**config.mk**
```make
export PLATFORM = sky130hd
export DESIGN_NAME = regfile_wb_buffer
export DESIGN_NICKNAME = d
export VERILOG_FILES = /design/src/rtl/regfile_wb_buffer.sv
export SDC_FILE = /design/constraint.sdc
export NUM_CORES = 1
export LEC_CHECK = 0
export CORE_MARGIN = 8
export CORE_UTILIZATION = 53
export DETAILED_ROUTE_END_ITERATION = 12
export GPL_ROUTABILITY_DRIVEN = 0
export PLACE_DENSITY = 0.86
export SLEW_MARGIN = 20
export SYNTH_ARGS = -nofsm -noshare
export SYNTH_HDL_FRONTEND = slang
export SYNTH_SLANG_ARGS = --single-unit
export TNS_END_PERCENT = 20
```
**constraint.sdc**
```tcl
create_clock -name clk -period 2.4 [get_ports clk]
set_input_delay 0.48 -clock clk [delete_from_list [all_inputs] [get_ports clk]]
set_output_delay 0.48 -clock clk [all_outputs]
set_load 0.005 [all_outputs]
```
**src/rtl/regfile_wb_buffer.sv**
```systemverilog
// 8 x 8-bit register file fed through a small write-back FIFO. Commits can be held off,
// and both combinational read ports forward uncommitted writes from the buffer.
module regfile_wb_buffer #(
    parameter int DATA_W = 8,
    parameter int ADDR_W = 3,
    parameter int DEPTH  = 2
) (
    input  logic                       clk,
    input  logic                       rst,
    input  logic                       wr_valid,
    output logic                       wr_ready,
    input  logic [ADDR_W-1:0]          wr_addr,
    input  logic [DATA_W-1:0]          wr_data,
    input  logic                       hold,
    input  logic [ADDR_W-1:0]          rd_addr_a,
    output logic [DATA_W-1:0]          rd_data_a,
    input  logic [ADDR_W-1:0]          rd_addr_b,
    output logic [DATA_W-1:0]          rd_data_b,
    output logic [$clog2(DEPTH+1)-1:0] pending
);

    localparam int REGS  = 2 ** ADDR_W;
    localparam int PTR_W = (DEPTH > 1) ? $clog2(DEPTH) : 1;
    localparam int CNT_W = $clog2(DEPTH + 1);

    localparam logic [PTR_W-1:0] LAST_PTR = PTR_W'(DEPTH - 1);
    localparam logic [PTR_W:0]   DEPTH_X  = (PTR_W + 1)'(DEPTH);
    localparam logic [CNT_W-1:0] DEPTH_C  = CNT_W'(DEPTH);

    logic [DATA_W-1:0] regs     [REGS];
    logic [ADDR_W-1:0] buf_addr [DEPTH];
    logic [DATA_W-1:0] buf_data [DEPTH];
    logic [PTR_W-1:0]  head;
    logic [PTR_W-1:0]  tail;
    logic [CNT_W-1:0]  count;
    logic              push;
    logic              commit;

    // Handshake: a request transfers on a rising edge where wr_valid and wr_ready are both 1;
    // wr_ready depends only on registered occupancy, and upstream holds the request until it transfers.
    assign wr_ready = (count < DEPTH_C);
    assign push     = wr_valid & wr_ready;
    assign commit   = (count != '0) & ~hold;
    assign pending  = count;

    function automatic logic [PTR_W-1:0] next_ptr(input logic [PTR_W-1:0] p);
        return (p == LAST_PTR) ? '0 : p + 1'b1;
    endfunction

    always_ff @(posedge clk) begin
        if (rst) begin
            for (int r = 0; r < REGS; r++) begin
                regs[r] <= '0;
            end
            head  <= '0;
            tail  <= '0;
            count <= '0;
        end else begin
            if (push) begin
                tail <= next_ptr(tail);
            end
            if (commit) begin
                regs[buf_addr[head]] <= buf_data[head];
                head                 <= next_ptr(head);
            end
            if (push && !commit) begin
                count <= count + 1'b1;
            end else if (commit && !push) begin
                count <= count - 1'b1;
            end
        end
    end

    // Entry storage carries no reset: occupancy alone decides which slots are live.
    always_ff @(posedge clk) begin
        if (push) begin
            buf_addr[tail] <= wr_addr;
            buf_data[tail] <= wr_data;
        end
    end

    // Walk live entries oldest to newest so the newest match overrides older ones.
    always_comb begin
        logic [PTR_W:0] slot;
        rd_data_a = regs[rd_addr_a];
        rd_data_b = regs[rd_addr_b];
        for (int i = 0; i < DEPTH; i++) begin
            slot = {1'b0, head} + (PTR_W + 1)'(i);
            if (slot >= DEPTH_X) begin
                slot = slot - DEPTH_X;
            end
            if (CNT_W'(i) < count) begin
                if (buf_addr[slot[PTR_W-1:0]] == rd_addr_a) begin
                    rd_data_a = buf_data[slot[PTR_W-1:0]];
                end
                if (buf_addr[slot[PTR_W-1:0]] == rd_addr_b) begin
                    rd_data_b = buf_data[slot[PTR_W-1:0]];
                end
            end
        end
    end

endmodule

```
==> results of run 1 <==
-- cell type report --
class / count / area, µm² / share of cell area, %
flip-flops and latches: 91 / 2680 / 43.1
repair buffers: 109 / 953 / 15.3
clock inverters: 7 / 76.3 / 1.23
multi-input cells: 223 / 2240 / 36.0
clock buffers: 9 / 124 / 1.99
well taps: 111 / 139 / 2.23
inverters: 2 / 7.51 / 0.121
-- final timing paths --
check / endpoint / cells after the start / startpoint / slack, ns
worst max-delay path: rd_data_b[5] / 10 / flop / -0.65
worst max register to register: regs[4][2] / 9 / flop / 0.17
worst min register to register: tail / 2 / tail / 0.55
worst min-delay path: tail / 2 / tail / 0.55
-- where the power goes --
part / leakage [µW] / switching [µW] / internal [µW]
Sequential: 0.000908 / 86.8 / 1900
Combinational: 0.00142 / 805 / 866
Clock: 0.0000962 / 581 / 488
-- worst max-delay path, stage by stage, from the launching register on --
cell,delay [ns]
dfxtp_2,0.36
buf_6,0.13
mux2i_4,0.32
xnor2_2,0.11
nor4_4,0.28
buf_6,0.17
buf_6,0.11
buf_6,0.09
mux2_4,0.29
mux2i_2,0.18
buf_2,0.15
-- kinds of logic after synthesis --
group           Yosys count  synth area share, %
mux                     102                 29.9
simple gates            100                 9.76
flops                    91                 54.6
buf+inv                  18                 1.91
xor+xnor                 15                 2.68
compound gates            3                0.306
fa+ha+maj                 3                0.765
-- layer usage --
metal	share of wire, %	wire length [µm]	track usage [%]
met5	0	0	0
met4	2.7	316	7.01
met3	7.0	823	5.05
met2	54	6310	33.8
met1	36	4280	21.6
-- synth_stat cells, drive strengths merged (2+ instances only) --
cell    number
a21oi        3
buf         11
clkbuf       5
dfxtp        5
edfxtp      86
ha           3
inv          2
mux2        16
mux2i       54
mux4        32
nand2        7
nand2b       9
nand3        2
nor2        69
nor2b        4
nor4         3
xnor2       13
xor2         2
-- layout by cell type, fill, tap and decap left out, drive strengths merged, types with 4 or more instances in the layout --
master / Yosys / routed
nor2: 69 / 69
mux4: 32 / 32
inv: 2 / 4
nand2: 7 / 7
xnor2: 13 / 13
buf: 11 / 86
clkdlybuf4s50: 0 / 22
mux2i: 54 / 54
nor2b: 4 / 4
dfxtp: 5 / 5
mux2: 16 / 16
nand2b: 9 / 9
clkbuf: 5 / 9
edfxtp: 86 / 86
-- flip-flops by register name, indices dropped and copies added (netlist names), named ones only --
register  count
regs         64
pending       2
buf_data     16
buf_addr      6
tail          1
head          1
-- timing repair --
action                     CTS  global route
setup buffers               17             1
setup endpoints to repair   16            16
resized for setup           92            13
pin swaps                    7             3
-- per-stage QoR --
step | total power (µW) | setup slack [ns] | instances | hold WS [ns]
floorplan | 2860 | -0.0108 | 332 | 0.498
global placement | 3460 | -0.759 | 518 | 0.516
detailed placement | 3530 | -0.831 | 518 | 0.539
CTS | 4670 | -0.625 | 551 | 0.562
global route | 4920 | -0.709 | 552 | 0.594
finish | 4730 | -0.645 | 552 | 0.552
==> results.sh, run 1 <==
export IMPL_yosysUniqueCellTypes=30
export IMPL_synth_avg_cell_area_um2=14.8
export IMPL_dpl_instance_area_um2=5790
export IMPL_cts_buffer_depth=2
export IMPL_insertedDiodeCount=0
export IMPL_area_growth_pct=26.9
export IMPL_finalInstanceArea_um2=6230
export IMPL_tightest_slew_ns=0.453
export IMPL_routed_wl_um=11700
export IMPL_final_nets=460
export IMPL_die_x_um=112
export IMPL_tritoncts="built"
export IMPL_synth_top_area_share_pct=52.6
export IMPL_layout_min_cycle_time_ns=3.05
export IMPL_rsz0062_at_grt="yes"
export IMPL_setup_violations=16
export IMPL_path_class="flop to output pin"
export IMPL_cp_end_kind="output pin"
export IMPL_fp_row_count=35
export IMPL_syn_area_um2=4910
export IMPL_vias_per_cell=5.91
export IMPL_cp_arrival_ns=2.57
export IMPL_antenna_found_initial=0
export IMPL_cp_max_fo=5
export IMPL_io_pins=40
export IMPL_drive_gt1_share_pct=37.6
export IMPL_required_ns=1.92
export IMPL_dr_pass1_iters=4
export IMPL_utilization_pct=68.4
export IMPL_fin_ws_ns=-0.645
export IMPL_yosys_top_cells_area="edfxtp_1 53%, mux4_2 15%, mux2i_1 10%"
export IMPL_synth_enable_flop_cells=86
export IMPL_p_per_area_nw_per_um2=760
export IMPL_post_route_period_util_pct=127
export IMPL_die_area_um2=12600
export IMPL_hold_violations=0
export IMPL_cts_num_sinks=91
export IMPL_ir_worst_vdd_mv=0.311
export IMPL_clkTransAtPathRegs_ns=0.10
export IMPL_grt_pass1_vias=3492
export IMPL_synth_cells=332
export IMPL_crit_path_start_kind="flop"
export IMPL_clock_latency_ns=0.38
export IMPL_yosysWarnings=0
export IMPL_grt_pass1_wl_um=18500
export IMPL_clockRootBuffer="clkbuf_8"
export IMPL_async_flop_share_pct=0
export IMPL_grt_max_degree=18
export IMPL_slew_viol_final=0
export IMPL_fmax_mhz=328
export IMPL_clock_skew_ns=0.0171
export IMPL_status="finished, violations left"
export IMPL_htree_num_levels=3
export IMPL_io_buffers=39
export IMPL_slew_headroom_pct=69.8
export IMPL_violations="setup timing"
export IMPL_drcViolationCount=0
export IMPL_synth_nets=356
export IMPL_grt_ovfl_total=0
export IMPL_vias=3261
export IMPL_ys_ff_latch=91
export IMPL_drt_iter0_drc=233
export IMPL_core_um2=9110
export IMPL_ys_flop_type="edfxtp_1"
export IMPL_nFillCells=577
export IMPL_fp_dieH_um=112
export IMPL_synth_top_cell_by_area="edfxtp_1"
export IMPL_dp_hpwl_um=8600
export IMPL_drv_cap=0
export IMPL_hold_buffers=0
export IMPL_detail_route_wl_per_cell_um=21.2
export IMPL_ant_nets=0
export IMPL_hp_class="flop to flop"
export IMPL_numCtsBuffers=9
export IMPL_final_setup_tns_ns=-8.40
export IMPL_yosysSeqAreaShare_pct=54.6
export IMPL_grt_usage_pct=19.1
export IMPL_p_leak_uw=0.00242
export IMPL_initial_utilization_pct=53.9
(Power assumes the default switching activity.)
==> run 2: changes to the inputs <==
--- a/config.mk
+++ b/config.mk
@@ -10,6 +10,7 @@
 export DETAILED_ROUTE_END_ITERATION = 12
 export GPL_ROUTABILITY_DRIVEN = 0
 export PLACE_DENSITY = 0.86
+export SKIP_CTS_REPAIR_TIMING = 1
 export SLEW_MARGIN = 20
 export SYNTH_ARGS = -nofsm -noshare
 export SYNTH_HDL_FRONTEND = slang
==> run 2 against run 1 <==
The run still ends with setup timing left. Final cell count down 1.1%. Critical path type unchanged. Critical path depth stayed put. Worst hold slack about the same. Total power shrank 1.1%. Design area down 1.0%. Clock power is essentially flat. Die area is the same. Highest routed layer unchanged. Critical endpoint unchanged. Maximum frequency about the same. Wire length shrank 1.0%.
==> results.sh, run 2 (synthesized netlist as in run 1, its figures left out) <==
export IMPL_status="finished, violations left"
export IMPL_violations="setup timing"
export IMPL_ant_nets=0
export IMPL_cp_end_kind="output pin"
export IMPL_grt_usage_pct=17.8
export IMPL_crit_path_start_kind="flop"
export IMPL_drv_cap=0
export IMPL_drcViolationCount=0
export IMPL_cts_buffer_depth=2
export IMPL_io_pins=40
export IMPL_whs_path_depth=2
export IMPL_vias=3192
export IMPL_clockRootBuffer="clkbuf_8"
export IMPL_antenna_found_initial=0
export IMPL_cp_max_fo=5
export IMPL_dp_slack_ns=-0.831
export IMPL_routed_wl_um=11600
export IMPL_vias_per_cell=5.85
export IMPL_p_leak_uw=0.00240
export IMPL_path_class="flop to output pin"
export IMPL_ir_worst_vdd_mv=0.310
export IMPL_drt_iter0_drc=274
export IMPL_dr_pass1_iters=4
export IMPL_fp_row_count=35
export IMPL_reg2reg_depth=9
export IMPL_clkTransAtPathRegs_ns=0.10
export IMPL_clock_latency_ns=0.37
export IMPL_htree_num_levels=3
export IMPL_cp_arrival_ns=2.56
export IMPL_drive_gt1_share_pct=34.5
export IMPL_slew_viol_final=0
export IMPL_holdWs_ns=0.552
export IMPL_detail_route_wl_per_cell_um=21.3
export IMPL_dp_hpwl_um=8600
export IMPL_required_ns=1.92
export IMPL_final_setup_tns_ns=-9.30
export IMPL_hp_class="flop to flop"
export IMPL_slew_headroom_pct=70.4
export IMPL_fin_ws_ns=-0.642
export IMPL_final_nets=454
export IMPL_grt_pass1_wl_um=17300
export IMPL_p_per_area_nw_per_um2=759
export IMPL_final_cell_mix="86 x edfxtp_1, 69 x nor2_1, 51 x buf_4"
export IMPL_area_growth_pct=25.5
export IMPL_die_x_um=112
export IMPL_cts_num_sinks=91
export IMPL_utilization_pct=67.7
export IMPL_layout_min_cycle_time_ns=3.04
export IMPL_finalInstanceArea_um2=6160
export IMPL_rsz0062_at_grt="yes"
export IMPL_grt_pass1_vias=3239
export IMPL_core_um2=9110
export IMPL_layout_commonest_cell="edfxtp_1"
export IMPL_largest_registers="regs x64, buf_data x16, buf_addr x6"
export IMPL_dpl_instance_area_um2=5790
export IMPL_max_flop_register="regs"
export IMPL_tritoncts="built"
export IMPL_io_buffers=39
export IMPL_clock_skew_ns=0.0154
export IMPL_die_area_um2=12600
export IMPL_initial_utilization_pct=53.9
export IMPL_insertedDiodeCount=0
export IMPL_fp_dieH_um=112
export IMPL_grt_ovfl_total=0
export IMPL_grt_max_degree=18
export IMPL_tightest_slew_ns=0.444
export IMPL_setup_violations=16
export IMPL_largest_register_ffs=64
export IMPL_post_route_period_util_pct=127
export IMPL_hold_violations=0
export IMPL_numCtsBuffers=9
export IMPL_fmax_mhz=329
export IMPL_nFillCells=593
[run 2: per-layer routing]
metal	track usage, %	part of all wire (%)
met3	3.76	6.2
met4	6.03	1.8
met1	21.3	38
met2	31.0	54
met5	0	0
[run 2: path summary, 6_finish.rpt]
path              from      endpoint  slack, ns
setup / recovery  flop  rd_data_b[5]      -0.64
hold / removal    tail          tail       0.55
hold reg to reg   tail          tail       0.55
setup reg to reg  flop    regs[0][1]       0.17
[run 2: worst max-delay path, cell delays in order (launching register included)]
cell,delay [ns]
dfxtp_2,0.37
buf_6,0.13
mux2i_4,0.30
xnor2_2,0.12
nor4_4,0.27
buf_6,0.16
buf_6,0.11
buf_6,0.10
mux2_4,0.30
mux2i_1,0.17
buf_2,0.15
[run 2: stage by stage]
| stage | cells | power, µW |
|---|---|---|
| 6_report | 546 | 4680 |
| 3_3_place_gp | 518 | 3460 |
| 5_1_grt | 546 | 4870 |
| 4_1_cts | 534 | 4570 |
| 2_1_floorplan | 332 | 2860 |
| 3_5_place_dp | 518 | 3530 |
[run 2: cell type report]
class | count | area, µm² | area share [%]
well taps | 111 | 139 | 2.25
clock inverters | 7 | 76.3 | 1.24
clock buffers | 9 | 124 | 2.01
inverters | 2 | 7.51 | 0.122
multi-input cells | 223 | 2220 | 36.0
flip-flops and latches | 91 | 2680 | 43.5
repair buffers | 103 | 912 | 14.8
[run 2: where the power goes]
group	switching [µW]	internal [µW]
clock network	578	488
logic	787	834
registers	88.0	1900
total	1450	3230
